File: src/rtl/reorder_buffer.sv
// Reorder buffer: in-order retirement of out-of-order results, with
// mispredict flush. Optional operand forwarding ports are built when
// ROB_FWD_EN is defined.
module reorder_buffer #(
   parameter int unsigned ROB_DEPTH = 16
) (
   input  logic        clk_in,
   input  logic        rst_in,
   input  logic        rdy_in,
   input  logic        alloc_valid,
   input  logic [4:0]  alloc_rd,
   output logic        alloc_ready,
   output logic [31:0] alloc_tag,
   input  logic        wb_valid,
   input  logic [31:0] wb_tag,
   input  logic [31:0] wb_value,
   input  logic        wb_mispredict,
   input  logic [31:0] wb_target,
   output logic        commit_en,
   output logic [4:0]  commit_rd,
   output logic [31:0] commit_value,
   output logic [31:0] commit_tag,
   output logic        clear,
   output logic [31:0] clear_pc
`ifdef ROB_FWD_EN
   ,
   input  logic [31:0] q1_tag,
   input  logic [31:0] q2_tag,
   output logic        q1_ready,
   output logic        q2_ready,
   output logic [31:0] q1_value,
   output logic [31:0] q2_value
`endif
);

   localparam int unsigned IDX_W = $clog2(ROB_DEPTH);
   localparam int unsigned CNT_W = IDX_W + 1;

   logic [ROB_DEPTH-1:0] busy_q, busy_d, done_q, done_d, misp_q, misp_d;
   logic [4:0]           rd_q     [ROB_DEPTH];
   logic [4:0]           rd_d     [ROB_DEPTH];
   logic [31:0]          value_q  [ROB_DEPTH];
   logic [31:0]          value_d  [ROB_DEPTH];
   logic [31:0]          target_q [ROB_DEPTH];
   logic [31:0]          target_d [ROB_DEPTH];
   logic [IDX_W-1:0]     head_q, head_d, tail_q, tail_d, wb_idx;
   logic [CNT_W-1:0]     count_q, count_d;

   logic                 commit_en_q, commit_en_d, clear_q, clear_d;
   logic [4:0]           commit_rd_q, commit_rd_d;
   logic [31:0]          commit_value_q, commit_value_d;
   logic [31:0]          commit_tag_q, commit_tag_d;
   logic [31:0]          clear_pc_q, clear_pc_d;
   logic                 do_alloc, do_wb, do_retire, do_flush;

   assign alloc_ready  = (count_q != CNT_W'(ROB_DEPTH));
   assign alloc_tag    = 32'(tail_q);
   assign commit_en    = commit_en_q;
   assign commit_rd    = commit_rd_q;
   assign commit_value = commit_value_q;
   assign commit_tag   = commit_tag_q;
   assign clear        = clear_q;
   assign clear_pc     = clear_pc_q;
   assign wb_idx       = wb_tag[IDX_W-1:0];

   // Next-state: allocate at tail, record writebacks, retire/flush at head
   always_comb begin
      busy_d         = busy_q;
      done_d         = done_q;
      misp_d         = misp_q;
      rd_d           = rd_q;
      value_d        = value_q;
      target_d       = target_q;
      head_d         = head_q;
      tail_d         = tail_q;
      count_d        = count_q;
      commit_en_d    = 1'b0;
      commit_rd_d    = commit_rd_q;
      commit_value_d = commit_value_q;
      commit_tag_d   = commit_tag_q;
      clear_d        = 1'b0;
      clear_pc_d     = clear_pc_q;
      do_alloc       = 1'b0;
      do_wb          = 1'b0;
      do_retire      = 1'b0;
      do_flush       = 1'b0;
      if (rdy_in) begin
         do_alloc  = alloc_valid && alloc_ready;
         do_wb     = wb_valid && (wb_tag < 32'(ROB_DEPTH)) && busy_q[wb_idx];
         do_retire = (count_q != '0) && done_q[head_q];
         do_flush  = do_retire && misp_q[head_q];
         if (do_alloc) begin
            busy_d[tail_q] = 1'b1;
            done_d[tail_q] = 1'b0;
            rd_d[tail_q]   = alloc_rd;
            tail_d         = tail_q + IDX_W'(1);
         end
         if (do_wb) begin
            done_d[wb_idx]   = 1'b1;
            value_d[wb_idx]  = wb_value;
            misp_d[wb_idx]   = wb_mispredict;
            target_d[wb_idx] = wb_target;
         end
         if (do_retire) begin
            busy_d[head_q] = 1'b0;
            done_d[head_q] = 1'b0;
            head_d         = head_q + IDX_W'(1);
            commit_en_d    = (rd_q[head_q] != 5'd0);
            commit_rd_d    = rd_q[head_q];
            commit_value_d = value_q[head_q];
            commit_tag_d   = 32'(head_q);
         end
         count_d = count_q + CNT_W'(do_alloc) - CNT_W'(do_retire);
         // Flush overrides any same-cycle allocation or writeback
         if (do_flush) begin
            busy_d     = '0;
            done_d     = '0;
            head_d     = '0;
            tail_d     = '0;
            count_d    = '0;
            clear_d    = 1'b1;
            clear_pc_d = target_q[head_q];
         end
      end
   end

   // Control state and registered outputs, synchronous active-low reset
   always_ff @(posedge clk_in) begin
      if (!rst_in) begin
         busy_q         <= '0;
         done_q         <= '0;
         head_q         <= '0;
         tail_q         <= '0;
         count_q        <= '0;
         commit_en_q    <= 1'b0;
         commit_rd_q    <= 5'd0;
         commit_value_q <= 32'd0;
         commit_tag_q   <= 32'd0;
         clear_q        <= 1'b0;
         clear_pc_q     <= 32'd0;
      end else begin
         busy_q         <= busy_d;
         done_q         <= done_d;
         head_q         <= head_d;
         tail_q         <= tail_d;
         count_q        <= count_d;
         commit_en_q    <= commit_en_d;
         commit_rd_q    <= commit_rd_d;
         commit_value_q <= commit_value_d;
         commit_tag_q   <= commit_tag_d;
         clear_q        <= clear_d;
         clear_pc_q     <= clear_pc_d;
      end
   end

   // Entry payload storage; meaningful only while busy, so no reset
   always_ff @(posedge clk_in) begin
      misp_q   <= misp_d;
      rd_q     <= rd_d;
      value_q  <= value_d;
      target_q <= target_d;
   end

`ifdef ROB_FWD_EN
   // Operand forwarding lookups against completed, still-live entries
   always_comb begin
      q1_ready = (q1_tag < 32'(ROB_DEPTH)) && busy_q[q1_tag[IDX_W-1:0]]
                 && done_q[q1_tag[IDX_W-1:0]];
      q2_ready = (q2_tag < 32'(ROB_DEPTH)) && busy_q[q2_tag[IDX_W-1:0]]
                 && done_q[q2_tag[IDX_W-1:0]];
      q1_value = q1_ready ? value_q[q1_tag[IDX_W-1:0]] : 32'd0;
      q2_value = q2_ready ? value_q[q2_tag[IDX_W-1:0]] : 32'd0;
   end
`endif

endmodule

File: config.mk
export PLATFORM = sky130hd
export DESIGN_NAME = reorder_buffer
export DESIGN_NICKNAME = d
export VERILOG_FILES = /design/src/rtl/reorder_buffer.sv
export SDC_FILE = /design/constraint.sdc
export NUM_CORES = 1
export LEC_CHECK = 0
export BUFFER_PORTS_ARGS = -buffer_cell sky130_fd_sc_hd__buf_2
export CELL_PAD_IN_SITES_DETAIL_PLACEMENT = 1
export CELL_PAD_IN_SITES_GLOBAL_PLACEMENT = 1
export CORE_AREA = 2 2 319 321
export CTS_CLUSTER_SIZE = 25
export DETAILED_ROUTE_END_ITERATION = 12
export DIE_AREA = 0 0 321 323
export PLACE_DENSITY_LB_ADDON = 0.1
export SYNTH_ARGS = -nofsm -noshare
export SYNTH_HDL_FRONTEND = slang
export SYNTH_SLANG_ARGS = --single-unit
File: constraint.sdc
create_clock -name clk_in -period 3.8 [get_ports clk_in]
set_input_delay 0.57 -clock clk_in [delete_from_list [all_inputs] [get_ports clk_in]]
set_output_delay 0.57 -clock clk_in [all_outputs]
set_load 0.005 [all_outputs]
# After elaboration in Yosys (flattened, before gate mapping)
# Index checks and enable logic that the tools add are counted.
# op_classes
addsub,4
magnitude_cmp,12
eq_ne,1
n_mux,45
bitwise,10
reduce_logical,22
# op_table
op,n
512-bit bitwise mux,2
32-bit binary-select mux with 4-bit select,2
16-bit 2-to-1 mux,10
32-bit 2-to-1 mux,5
32-bit demux with 4-bit select,1
80-bit bitwise mux,1
16-bit AND,3
32-bit by 5-bit less-than comparator with 1-bit output (second input constant),1
16-bit NOT,2
16-bit bitwise OR,2
5-bit binary-select mux with 4-bit select,1
5-bit demux with 4-bit select,1
5-bit 2-to-1 mux,4
16-bit bitwise mux,1
4-bit 2-to-1 mux,4
5-bit >= comparator (second input constant),3
4-bit by 5-bit less-than comparator with 1-bit output (second input constant),3
4-bit NOT with 5-bit output,3
2-bit AND reduction,7
1-bit binary-select mux with 4-bit select,3
1-bit demux with 4-bit select,3
4-bit by 1-bit >= comparator with 1-bit output (second input constant),3
1-bit logical AND,10
5-bit by 1-bit less-than comparator with 1-bit output (second input constant),2
other kinds (8),17
# totals
ff_bits,1240
in_bits,107
out_inout_bits,136

# Logic depth before layout (Yosys ltp)
# Gate-level depths: netlist of the first run.
# logic_depth
word_depth,14
ltp_mapped,16
ltp_nobuf,16

# Worst setup path after synthesis of the first run
# No wires, ideal clock.
# synth_path
path_kind,input-to-reg
startpoint,in wb_tag[1]
endpoint,"reg misp_q[12], enable pin"
setup_time_ps,419
arrival_ps,3137
required_ps,3381
path_slack_ps,245
cell_stages,7
cell_sequence,clkbuf_1 > mux4_2 > mux2i_1 > nor2b_1 > and2_1 > nand3_1 > inv_1
# synth_between
elab_chain_len,4
elab_cells_between_ends,6
classes_between,1 x order compare; 2 x mux; 3 x reduce/logical
# synth_lines
item,line_no,source
from (decl),15,"input logic [31:0] wb_tag,"
32-bit by 5-bit less-than comparator with 1-bit output / 1-bit binary-select mux with 4-bit select (equally long branches),89,do_wb = wb_valid && (wb_tag < 32'(ROB_DEPTH)) && busy_q[wb_idx];
1-bit logical AND / 1-bit 2-to-1 mux (equally long branches),89,
1-bit logical AND (*),89,
2-bit AND reduction (no line) (*),-,
to (signal assigned),158,misp_q <= misp_d;
to (decl),39,"logic [ROB_DEPTH-1:0] busy_q, busy_d, done_q, done_d, misp_q, misp_d;"
# Mark *: on every way between the ends. The rest lies on a longest branch, timed or not. The select of a mux whose other input is x is not followed.
# A chain may end at the register's enable or synchronous reset.

# Final worst setup path of the first run
# layout_path
startpoint,reg count_q[3]
endpoint,reg count_q[4]
# layout_between
elab_chain_len,5
elab_cells_between_ends,8
classes_between,2 x add/sub; 1 x eq/ne; 1 x mux; 4 x reduce/logical
# layout_lines
item,line_no,source
from (decl),47,"logic [CNT_W-1:0] count_q, count_d;"
from (signal assigned),146,count_q <= count_d;
5-bit inequality test,56,assign alloc_ready = (count_q != CNT_W'(ROB_DEPTH));
1-bit logical AND,88,do_alloc = alloc_valid && alloc_ready;
5-bit by 1-bit adder with 5-bit output,113,count_d = count_q + CNT_W'(do_alloc) - CNT_W'(do_retire);
5-bit by 1-bit subtractor with 5-bit output,113,
5-bit 2-to-1 mux (*),115,if (do_flush) begin
# Mark *: on every way between the ends. The rest lies on a longest branch, timed or not.

==> results of run 1 <==
==> cells by family after synthesis <==
family          Yosys count  synth area share [%]
compound gates          143                 1.777
xor+xnor                  3               0.05489
fa+ha+maj                15                0.4077
buf+inv                 220                 2.451
flops                  1240                 75.27
mux                     396                 17.54
other cells               1              0.007833
simple gates            251                 2.488
==> registers in the layout, indices dropped and copies added, names as in the netlist <==
signal        cells
busy_q           16
clear             1
clear_pc         32
commit_en         1
commit_rd         5
commit_tag        4
commit_value     32
count_q           5
done_q           16
head_q            4
misp_q           16
rd_q             80
tail_q            4
target_q        512
value_q         512
==> power by group through the flow <==
stage               combinational, W  clock (W)  sequential, W
floorplan                   0.000176          0         0.0152
global placement            0.000387          0         0.0152
detailed placement          0.000415          0         0.0152
CTS                         0.000415     0.0127         0.0149
global route                0.000460     0.0132         0.0149
finish                      0.000412     0.0124         0.0149
==> metal layers <==
layer | track usage [%] | vias to the layer above | routed length (um)
met5 | 0 | - | 111
met4 | 7.466 | 16 | 2781
met3 | 3.850 | 193 | 5701
met2 | 37.76 | 673 | 58430
met1 | 31.18 | 12578 | 49210
li1 | - | 9838 | -
==> metrics by stage <==
| stage | area, um2 | util [%] | worst slack [ns] | total power, W |
|---|---|---|---|---|
| global route | 55000 | 54.61 | 0.02125 | 0.02851 |
| CTS | 54990 | 54.60 | 0.2152 | 0.02797 |
| floorplan | 48080 | - | 0.2445 | 0.01534 |
| detailed placement | 50820 | 50.46 | 0.2425 | 0.01558 |
| finish | 55000 | 54.61 | 0.2298 | 0.02769 |
| global placement | 50820 | 50.46 | 0.2360 | 0.01555 |
==> path summary, 6_finish.rpt <==
kind,slack [ns],from,depth (start not counted),to
max,0.23,count_q[3],16,count_q[4]
min,0.20,wb_target[13],1,target_q[429]
max reg2reg,0.23,count_q[3],16,count_q[4]
min reg2reg,0.45,busy_q[13],2,busy_q[13]
==> area by class of cell <==
type,count,area [um2],area share (%)
diodes,5,12.51,0.02275
clock buffers,188,3691,6.710
clock inverters,56,479.2,0.8712
inverters,38,182.7,0.3321
multi-input cells,864,10890,19.81
flip-flops and latches,1240,36050,65.54
well taps,1309,1638,2.978
repair buffers,269,2057,3.740
==> synth_stat cells, drive strengths merged (2+ instances only) <==
cell type / count / area share [%]
a21o: 2 / 0.031
a31oi: 6 / 0.078
or4: 3 / 0.047
ha: 14 / 0.37
xor2: 2 / 0.037
mux4: 351 / 17
dfxtp: 120 / 5.0
a21oi: 41 / 0.43
mux2: 2 / 0.047
clkbuf: 44 / 0.35
o31ai: 9 / 0.14
or3: 2 / 0.026
o21ai: 57 / 0.60
o211ai: 2 / 0.031
nand3: 52 / 0.54
mux2i: 43 / 0.90
nand2b: 9 / 0.12
nand2: 52 / 0.41
edfxtp: 1120 / 70
and2: 6 / 0.078
nor2b: 7 / 0.091
nor3: 8 / 0.084
nor4: 6 / 0.091
and3: 14 / 0.18
o21ba: 4 / 0.084
a211oi: 3 / 0.057
inv: 37 / 0.29
nand4: 10 / 0.13
nor2: 78 / 0.61
a22oi: 11 / 0.17
buf: 138 / 1.8
==> critical path: stages (launching register included) <==
cell and delay, ns:
dfxtp_1 0.31, inv_1 0.10, ha_1 0.18, or4b_2 0.66, o211ai_1 0.16, a211oi_2 0.08
or2_2 0.31, ha_1 0.28, inv_1 0.04, ha_1 0.21, fa_1 0.44, a21oi_1 0.17
o21bai_1 0.09, xnor2_1 0.20, nor2_1 0.06, nand4_1 0.08, o21ai_0 0.08
==> results.tsv, run 1 <==
stage	metric	value	unit
timing	finClkSkew	0.03973	ns
die	design.core.area	0.1007	mm2
clock_tree	cts_tree	yes	
grt	grt_start_max_net_pins	137	
layout	fin_nets	2668	
critical_path	cp-start-kind	register	
layout	layout_common_cells	edfxtp_1 (1120), mux4_2 (340), buf_2 (185), clkbuf_16 (138), dfxtp_1 (116)	
timing	drv_slew	0	
die	fp.dieH	323	um
layout	stdcell_count	3969	
route	drt_iter0_drc	1946	
critical_path	cp.arrival	4.19	ns
route	vias	23298	
clock_tree	clkTransAtPathRegs	0.06	ns
timing	tightest_slew	1.142	ns
route	finalWirelength	116200	um
placement	portBuffers	186	
timing	min_period	3.570	ns
clock_tree	root_buffer	clkbuf_16	
layout	syn_to_final_growth	14.89	%
clock_tree	clockBufferDepth	3	
run	cap_viol_max_count	0	
power_and_ir_drop	peakVddDrop	0.3732	mV
route	dr.pass1.iters	5	
layout	drive_above_1_share	30.89	%
clock_tree	hold_buffers	0	
power_and_ir_drop	pwr-share-clk	44.8	%
timing	finalSetupViolCount	0	
timing	max_freq	280.1	MHz
critical_path	required	4.42	ns
die	die_area	0.1037	mm2
grt	track_usage	22.84	%
synth	synth-edff-count	1120	
synth	yosysWarnings	0	
grt	antenna_found_initial	17	
clock_tree	cts_sinks	1240	
synth	ys_seq_area_share	75.27	%
power_and_ir_drop	powerDensity	503.4	mW/mm2
route	drc	0	
synth	async_flop_share	0	%
timing	hold_viol	0	
route	drtAntennaViolNets	0	
placement	dp_cells	3720	
route	avgRoutedWirePerCell	29.29	um
die	die_x	321	um
layout	final_common_cell	edfxtp_1	
layout	fillers	8736	
clock_tree	cts_made_buffers	133	
critical_path	critPathKind	register to register	
synth	synth-main-ff-cell	edfxtp_1	
die	placementRows	117	
critical_path	critPathCaptureType	register	
critical_path	cp_max_fo	3	
power_and_ir_drop	p_sw	0.005528	W
synth	syn_inst	2269	
grt	grt_pass1_wl	170500	um
clock_tree	h-tree-depth	4	
power_and_ir_drop	p_seq_share	53.7	%
placement	dp_hpwl	64440	um
timing	max_slew_margin	23.87	%
timing	rsz0062_at_grt	false	
clock_tree	cts_resized	0	
min_path	hold_class	input port to register	
power_and_ir_drop	internal_power	0.02216	W
clock_tree	clkLatencyLatePin	0.75	ns
grt	grt_pass1_vias	24966	
placement	gp_congestion	0.8217	
synth	synth_cell_types	57	
run_status	status	completed	
synth	yosys_register_bits	1240	
synth	syn_area	0.04787	mm2
power_and_ir_drop	combPwrFrac	1.5	%
clock_tree	postCtsSetupBuffers	0	
power_and_ir_drop	p_sw_share	19.96	%
synth	syn_area_per_cell	21.10	um2
grt	grt-ovfl-total	0	
route	avgViaCountPerCell	5.870	
die	pin_count	243	
die	initial_core_util	47.53	%
timing	hold_slack	0.1953	ns
power_and_ir_drop	leakagePower	17.80	nW
timing	finalSetupTns	0	ns
timing	timing.final.crit_share	93.95	%
Power figures use the tool's default switching activity.
==> inputs of run 2 (changes only) <==
Settings changed: CELL_PAD_IN_SITES_DETAIL_PLACEMENT 1 to 0, CELL_PAD_IN_SITES_GLOBAL_PLACEMENT 1 to 2.
Clock period 3.8 ns to 3.65 ns, I/O delays scaled along.
==> results.tsv, run 2 (same netlist as run 1, synthesis figures left out) <==
stage	metric	value	unit	change
route	vias	23174		-0.53%
layout	syn_to_final_growth	15.39	%	
timing	min_period	3.288	ns	-0.2821 ns
critical_path	cp_max_fo	3		unchanged
route	dr.pass1.iters	5		unchanged
critical_path	crit_chain	inv_1 -> ha_1 -> or4b_4 -> o31ai_1 -> nor4_2 -> or2_2 -> ha_1 -> inv_1 -> ha_1 -> fa_2 -> a21oi_1 -> o21bai_1 -> xnor2_1 -> a31oi_1 -> o21ai_1		
route	drt_iter0_drc	2125		+9.2%
clock_tree	cts_sinks	1240		unchanged
critical_path	critPathCaptureType	register		
layout	drive_above_1_share	31.68	%	+0.79 points
route	drc	0		unchanged
timing	rsz0062_at_grt	false		
timing	drv_slew	0		unchanged
layout	layout_common_cells	edfxtp_1 (1120), mux4_2 (340), buf_2 (185), clkbuf_16 (137), dfxtp_1 (116)		
min_path	hold_path_depth	1		unchanged
critical_path	cp_slowest_cell	or4b_4		
min_path	min_from	wb_value[13]		
timing	timing.final.crit_share	90.08	%	-3.9 points
layout	reg_top3	target_q: 512 flops, value_q: 512 flops, rd_q: 80 flops		
clock_tree	hold_buffers	0		unchanged
clock_tree	cts_made_buffers	132		-0.75%
grt	track_usage	22.08	%	-0.75 points
route	avgViaCountPerCell	5.837		-0.56%
die	pin_count	243		unchanged
grt	grt_pass1_wl	164200	um	-3.7%
timing	hold_viol	0		unchanged
route	finalWirelength	112600	um	-3.1%
clock_tree	h-tree-depth	4		unchanged
timing	finalSetupTns	0	ns	unchanged
grt	antenna_found_initial	13		-4
run	cap_viol_max_count	0		unchanged
placement	dp_hpwl	61740	um	-4.2%
critical_path	slowest_delay	0.48	ns	-0.18 ns
timing	max_slew_margin	30.17	%	+6.3 points
timing	finClkSkew	0.02023	ns	-0.01950 ns
run_status	status	completed		
die	die_area	0.1037	mm2	unchanged
placement	gp_congestion	0.7977		-2.9%
die	die_x	321	um	unchanged
die	placementRows	117		unchanged
timing	tightest_slew	1.047	ns	-0.09449 ns
power_and_ir_drop	total_power	0.02907	W	+5.0%
power_and_ir_drop	peakVddDrop	0.4331	mV	+16%
critical_path	cp_common_cell	ha_1		
placement	place_area	0.05091	mm2	+0.18%
grt	grt_pass1_vias	24114		-3.4%
grt	grt_start_max_net_pins	74		-46%
clock_tree	root_buffer	clkbuf_16		
clock_tree	clkLatencyLatePin	0.73	ns	-0.02 ns
clock_tree	cts_tree	yes		
route	avgRoutedWirePerCell	28.37	um	-3.1%
clock_tree	clkTransAtPathRegs	0.06	ns	about the same
placement	portBuffers	186		unchanged
power_and_ir_drop	powerDensity	526.3	mW/mm2	+4.5%
route	drtAntennaViolNets	0		unchanged
clock_tree	clockBufferDepth	3		unchanged
die	initial_core_util	47.53	%	unchanged
grt	grt-ovfl-total	0		unchanged
critical_path	cp-start-kind	register		
layout	final_common_cell	edfxtp_1		
layout	fillers	7671		-12%
layout	final_cell_area	0.05524	mm2	+0.43%
timing	finalSetupViolCount	0		unchanged
min_path	hold_class	input port to register		
power_and_ir_drop	leakagePower	17.91	nW	+0.61%
clock_tree	postCtsSetupBuffers	0		unchanged
critical_path	cp.arrival	3.94	ns	-0.25 ns
critical_path	required	4.31	ns	-0.11 ns
die	design.core.area	0.1007	mm2	unchanged
timing	max_freq	304.1	MHz	+8.6%
layout	fin_nets	2670		+0.075%
critical_path	critPathKind	register to register		
critical_path	startpoint	count_q[3]		
critical_path	r2r.worst_path.cells	15		-1
critical_path	regToRegStartpoint	count_q[3]		
die	fp.dieH	323	um	unchanged
-- run 2: cell types whose count changed in the layout (fill, tap and decap cells not counted), sizes merged --
cell      delta
clkinv       -3
clkinvlp     +3
buf          +3
diode        -2
bufinv       +2
clkbuf       -2
-- run 2: final cells by class --
class / instances / area (um2) / share of cell area, %
timing repair buffer: 272 / 2155 / 3.900
tap: 1309 / 1638 / 2.965
antenna: 3 / 7.507 / 0.01359
sequential: 1240 / 36050 / 65.26
inverter: 38 / 182.7 / 0.3307
clock buffer: 186 / 3762 / 6.811
multi-input combinational: 864 / 10900 / 19.72
clock inverter: 58 / 553.0 / 1.001
-- run 2: worst max-delay path, delay by kind of cell (launching register included) --
kind	cells	cell delay, ns
buffers and inverters	2	0.14
adders and majority gates	4	1.04
AOI/OAI and AO/OA	5	0.64
xor gates and xnor gates	1	0.22
DFF	1	0.31
and+or+nand+nor	3	0.88
-- run 2: stage by stage --
step / setup WS [ns] / cells / hold WS [ns] / util (%)
after floorplan: 0.1170 / 2324 / 0.4223 / -
after global placement: 0.07111 / 3723 / 0.4349 / 50.55
after detailed placement: 0.1225 / 3723 / 0.4347 / 50.55
after CTS: 0.1077 / 3967 / 0.1329 / 54.84
after global routing: 0.1385 / 3967 / 0.1552 / 54.84
final: 0.3619 / 3970 / 0.1914 / 54.85
-- run 2: path summary, 6_finish.rpt --
check                 end  slack, ns
max            count_q[4]       0.36
min          value_q[205]       0.19
max reg2reg    count_q[4]       0.36
min reg2reg    busy_q[12]       0.45
-- run 2: what timing repair did --
item | 4_1_cts | 5_1_grt
gates resized for setup | 0 | 3
endpoints found under the setup margin | 0 | 1
hold endpoints to repair | 0 | 0
-- run 2: routing by layer --
metal	vias up	share of wire [%]	track usage, %
met5	-	0.086	0
met4	16	2.0	5.950
met3	190	5.7	4.038
met2	683	51	37.22
met1	12441	42	29.84
li1	9844	-	-
-- run 2: power breakdown --
group / internal, W / switching [W] / leakage, nW
sequential: 0.0155 / 0.0000124 / 11.0
clock: 0.00778 / 0.00538 / 2.11
combinational: 0.000108 / 0.000321 / 4.76
==> inputs of run 3 (changes only) <==
Settings changed: GPL_TIMING_DRIVEN set to 0.
==> results.tsv, run 3 (same netlist as run 1, synthesis figures left out) <==
stage	metric	value	unit	change
layout	layout_common_cells	edfxtp_1 (1120), mux4_2 (340), buf_2 (234), clkbuf_16 (136), dfxtp_1 (119)		
timing	drv_slew	0		unchanged
clock_tree	clockBufferDepth	3		unchanged
min_path	hold_class	input port to register		
grt	grt_start_max_net_pins	44		-41%
critical_path	r2r.worst_path.cells	16		+1
layout	multi_input_area	0.01089	mm2	about the same
power_and_ir_drop	total_power	0.02851	W	-2.0%
die	design.core.area	0.1007	mm2	unchanged
timing	timing.final.crit_share	96.04	%	+6.0 points
critical_path	cp_slowest_cell	or4b_2		
critical_path	critPathCaptureType	register		
timing	max_freq	285.3	MHz	-6.2%
grt	antenna_found_initial	16		+3
route	drc	0		unchanged
clock_tree	clkLatencyLatePin	0.73	ns	about the same
clock_tree	clkTransAtPathRegs	0.06	ns	about the same
clock_tree	postCtsSetupBuffers	0		unchanged
route	dr.pass1.iters	7		+2
clock_tree	cts_tree	yes		
timing	hold_viol	0		unchanged
die	initial_core_util	47.53	%	unchanged
layout	fin_nets	2778		+4.0%
route	vias	23735		+2.4%
die	placementRows	117		unchanged
layout	final_common_cell	edfxtp_1		
run_status	status	completed		
layout	syn_to_final_growth	15.23	%	
route	avgRoutedWirePerCell	29.30	um	+3.3%
timing	max_slew_margin	7.056	%	-23 points
placement	dp_hpwl	70370	um	+14%
layout	seq_area	0.03604	mm2	about the same
critical_path	cp_common_cell	ha_1		
critical_path	crit_chain	inv_1 -> ha_1 -> or4b_2 -> o31ai_1 -> nor4_2 -> or2_4 -> ha_1 -> inv_1 -> ha_1 -> fa_2 -> a21oi_2 -> o21bai_1 -> xnor2_1 -> nor2_1 -> nand4_1 -> o21ai_1		
grt	grt_pass1_wl	171200	um	+4.3%
clock_tree	hold_buffers	0		unchanged
layout	reg_top3	target_q: 512 flops, value_q: 512 flops, rd_q: 80 flops		
grt	grt-ovfl-total	0		unchanged
route	drt_iter0_drc	2229		+4.9%
placement	gp_congestion	0.8354		+4.7%
timing	setup_slack	0.1446	ns	-0.2173 ns
die	fp.dieH	323	um	unchanged
placement	place_area	0.05112	mm2	+0.40%
timing	finalSetupViolCount	0		unchanged
layout	fillers	7823		+2.0%
die	die_area	0.1037	mm2	unchanged
min_path	hold_path_depth	1		unchanged
placement	post-place-ws	-0.2127	ns	-0.3352 ns
placement	dp_cells	3832		+2.9%
critical_path	slowest_delay	0.63	ns	+0.15 ns
critical_path	cp_max_fo	5		+2
timing	tightest_slew	1.384	ns	+0.3361 ns
clock_tree	h-tree-depth	4		unchanged
timing	rsz0062_at_grt	true		
grt	track_usage	23.39	%	+1.3 points
critical_path	cp.arrival	4.10	ns	+0.16 ns
route	avgViaCountPerCell	5.836		about the same
timing	finalSetupTns	0	ns	unchanged
critical_path	required	4.25	ns	-0.06 ns
power_and_ir_drop	leakagePower	18.06	nW	+0.81%
run	cap_viol_max_count	0		unchanged
grt	grt_pass1_vias	24373		+1.1%
layout	final_cell_area	0.05517	mm2	-0.14%
timing	min_period	3.505	ns	+0.2173 ns
power_and_ir_drop	powerDensity	516.7	mW/mm2	-1.8%
clock_tree	cts_made_buffers	131		-0.76%
timing	finClkSkew	0.03215	ns	+0.01192 ns
die	pin_count	243		unchanged
layout	drive_above_1_share	31.47	%	-0.21 points
placement	portBuffers	183		-1.6%
layout	stdcell_count	4067		+2.4%
route	drtAntennaViolNets	0		unchanged
power_and_ir_drop	peakVddDrop	0.4476	mV	+3.4%
die	die_x	321	um	unchanged
clock_tree	cts_sinks	1240		unchanged
clock_tree	root_buffer	clkbuf_16		
critical_path	cp-start-kind	register		
route	finalWirelength	119200	um	+5.8%
critical_path	critPathKind	register to register		
-- run 3: cell types whose count changed in the layout (fill, tap and decap cells not counted), moves of 4 or more --
cell,delta
buf_12,-44
clkbuf_1,+40
buf_2,+49
buf_16,+16
buf_4,+23
dfxtp_4,-4
clkinv_1,+10
clkbuf_8,-9
buf_1,+20
-- run 3: power by group --
part / internal [W] / total (W) / switching, W
clock: 0.00728 / 0.0125 / 0.00527
sequential: 0.0155 / 0.0155 / 0.0000124
combinational: 0.000141 / 0.000476 / 0.000335
total: 0.0229 / 0.0285 / 0.00561
-- run 3: critical path, delay by kind of cell, from the launching register on --
family                   cells  cell delay (ns)
AND/OR/NAND/NOR              5             1.22
adder cells (fa/ha/maj)      4             1.08
AO/OA/AOI/OAI                4             0.42
flip-flops                   1             0.31
XOR/XNOR                     1             0.22
buffers and inverters        2             0.14
-- run 3: stage by stage --
stage               util, %  hold slack (ns)
finish                54.77           0.1928
global route          54.77           0.1741
CTS                   54.75           0.1496
detailed placement    50.75           0.4434
global placement      50.27           0.4413
floorplan                 -           0.4223
-- run 3: worst paths after layout --
| kind | to | slack (ns) | startpoint |
|---|---|---|---|
| max | count_q[4] | 0.14 | count_q[3] |
| min reg2reg | busy_q[13] | 0.46 | busy_q[13] |
| min | target_q[163] | 0.19 | wb_target[3] |
| max reg2reg | count_q[4] | 0.14 | count_q[3] |
-- run 3: area by class of cell --
class / instances / share of cell area [%]
flip-flops and latches: 1240 / 65.32
multi-input cells: 864 / 19.74
clock buffers: 174 / 6.536
well taps: 1309 / 2.969
repair buffers: 199 / 2.459
plain buffers: 182 / 1.871
clock inverters: 58 / 0.7598
inverters: 38 / 0.3311
diodes: 3 / 0.01361
-- run 3: layer usage --
layer	track usage, %	up-vias	wire length (um)
li1	-	10043	-
met5	0	-	76
met4	6.251	12	2609
met3	4.351	192	7210
met2	38.42	744	58890
met1	32.49	12744	50370
-- run 3: what timing repair did --
item / 4_1_cts / 5_1_grt
pin swaps: 0 / 1
resized for setup: 2 / 7
endpoints found under the hold margin: 0 / 0
setup endpoints to repair: 4 / 8
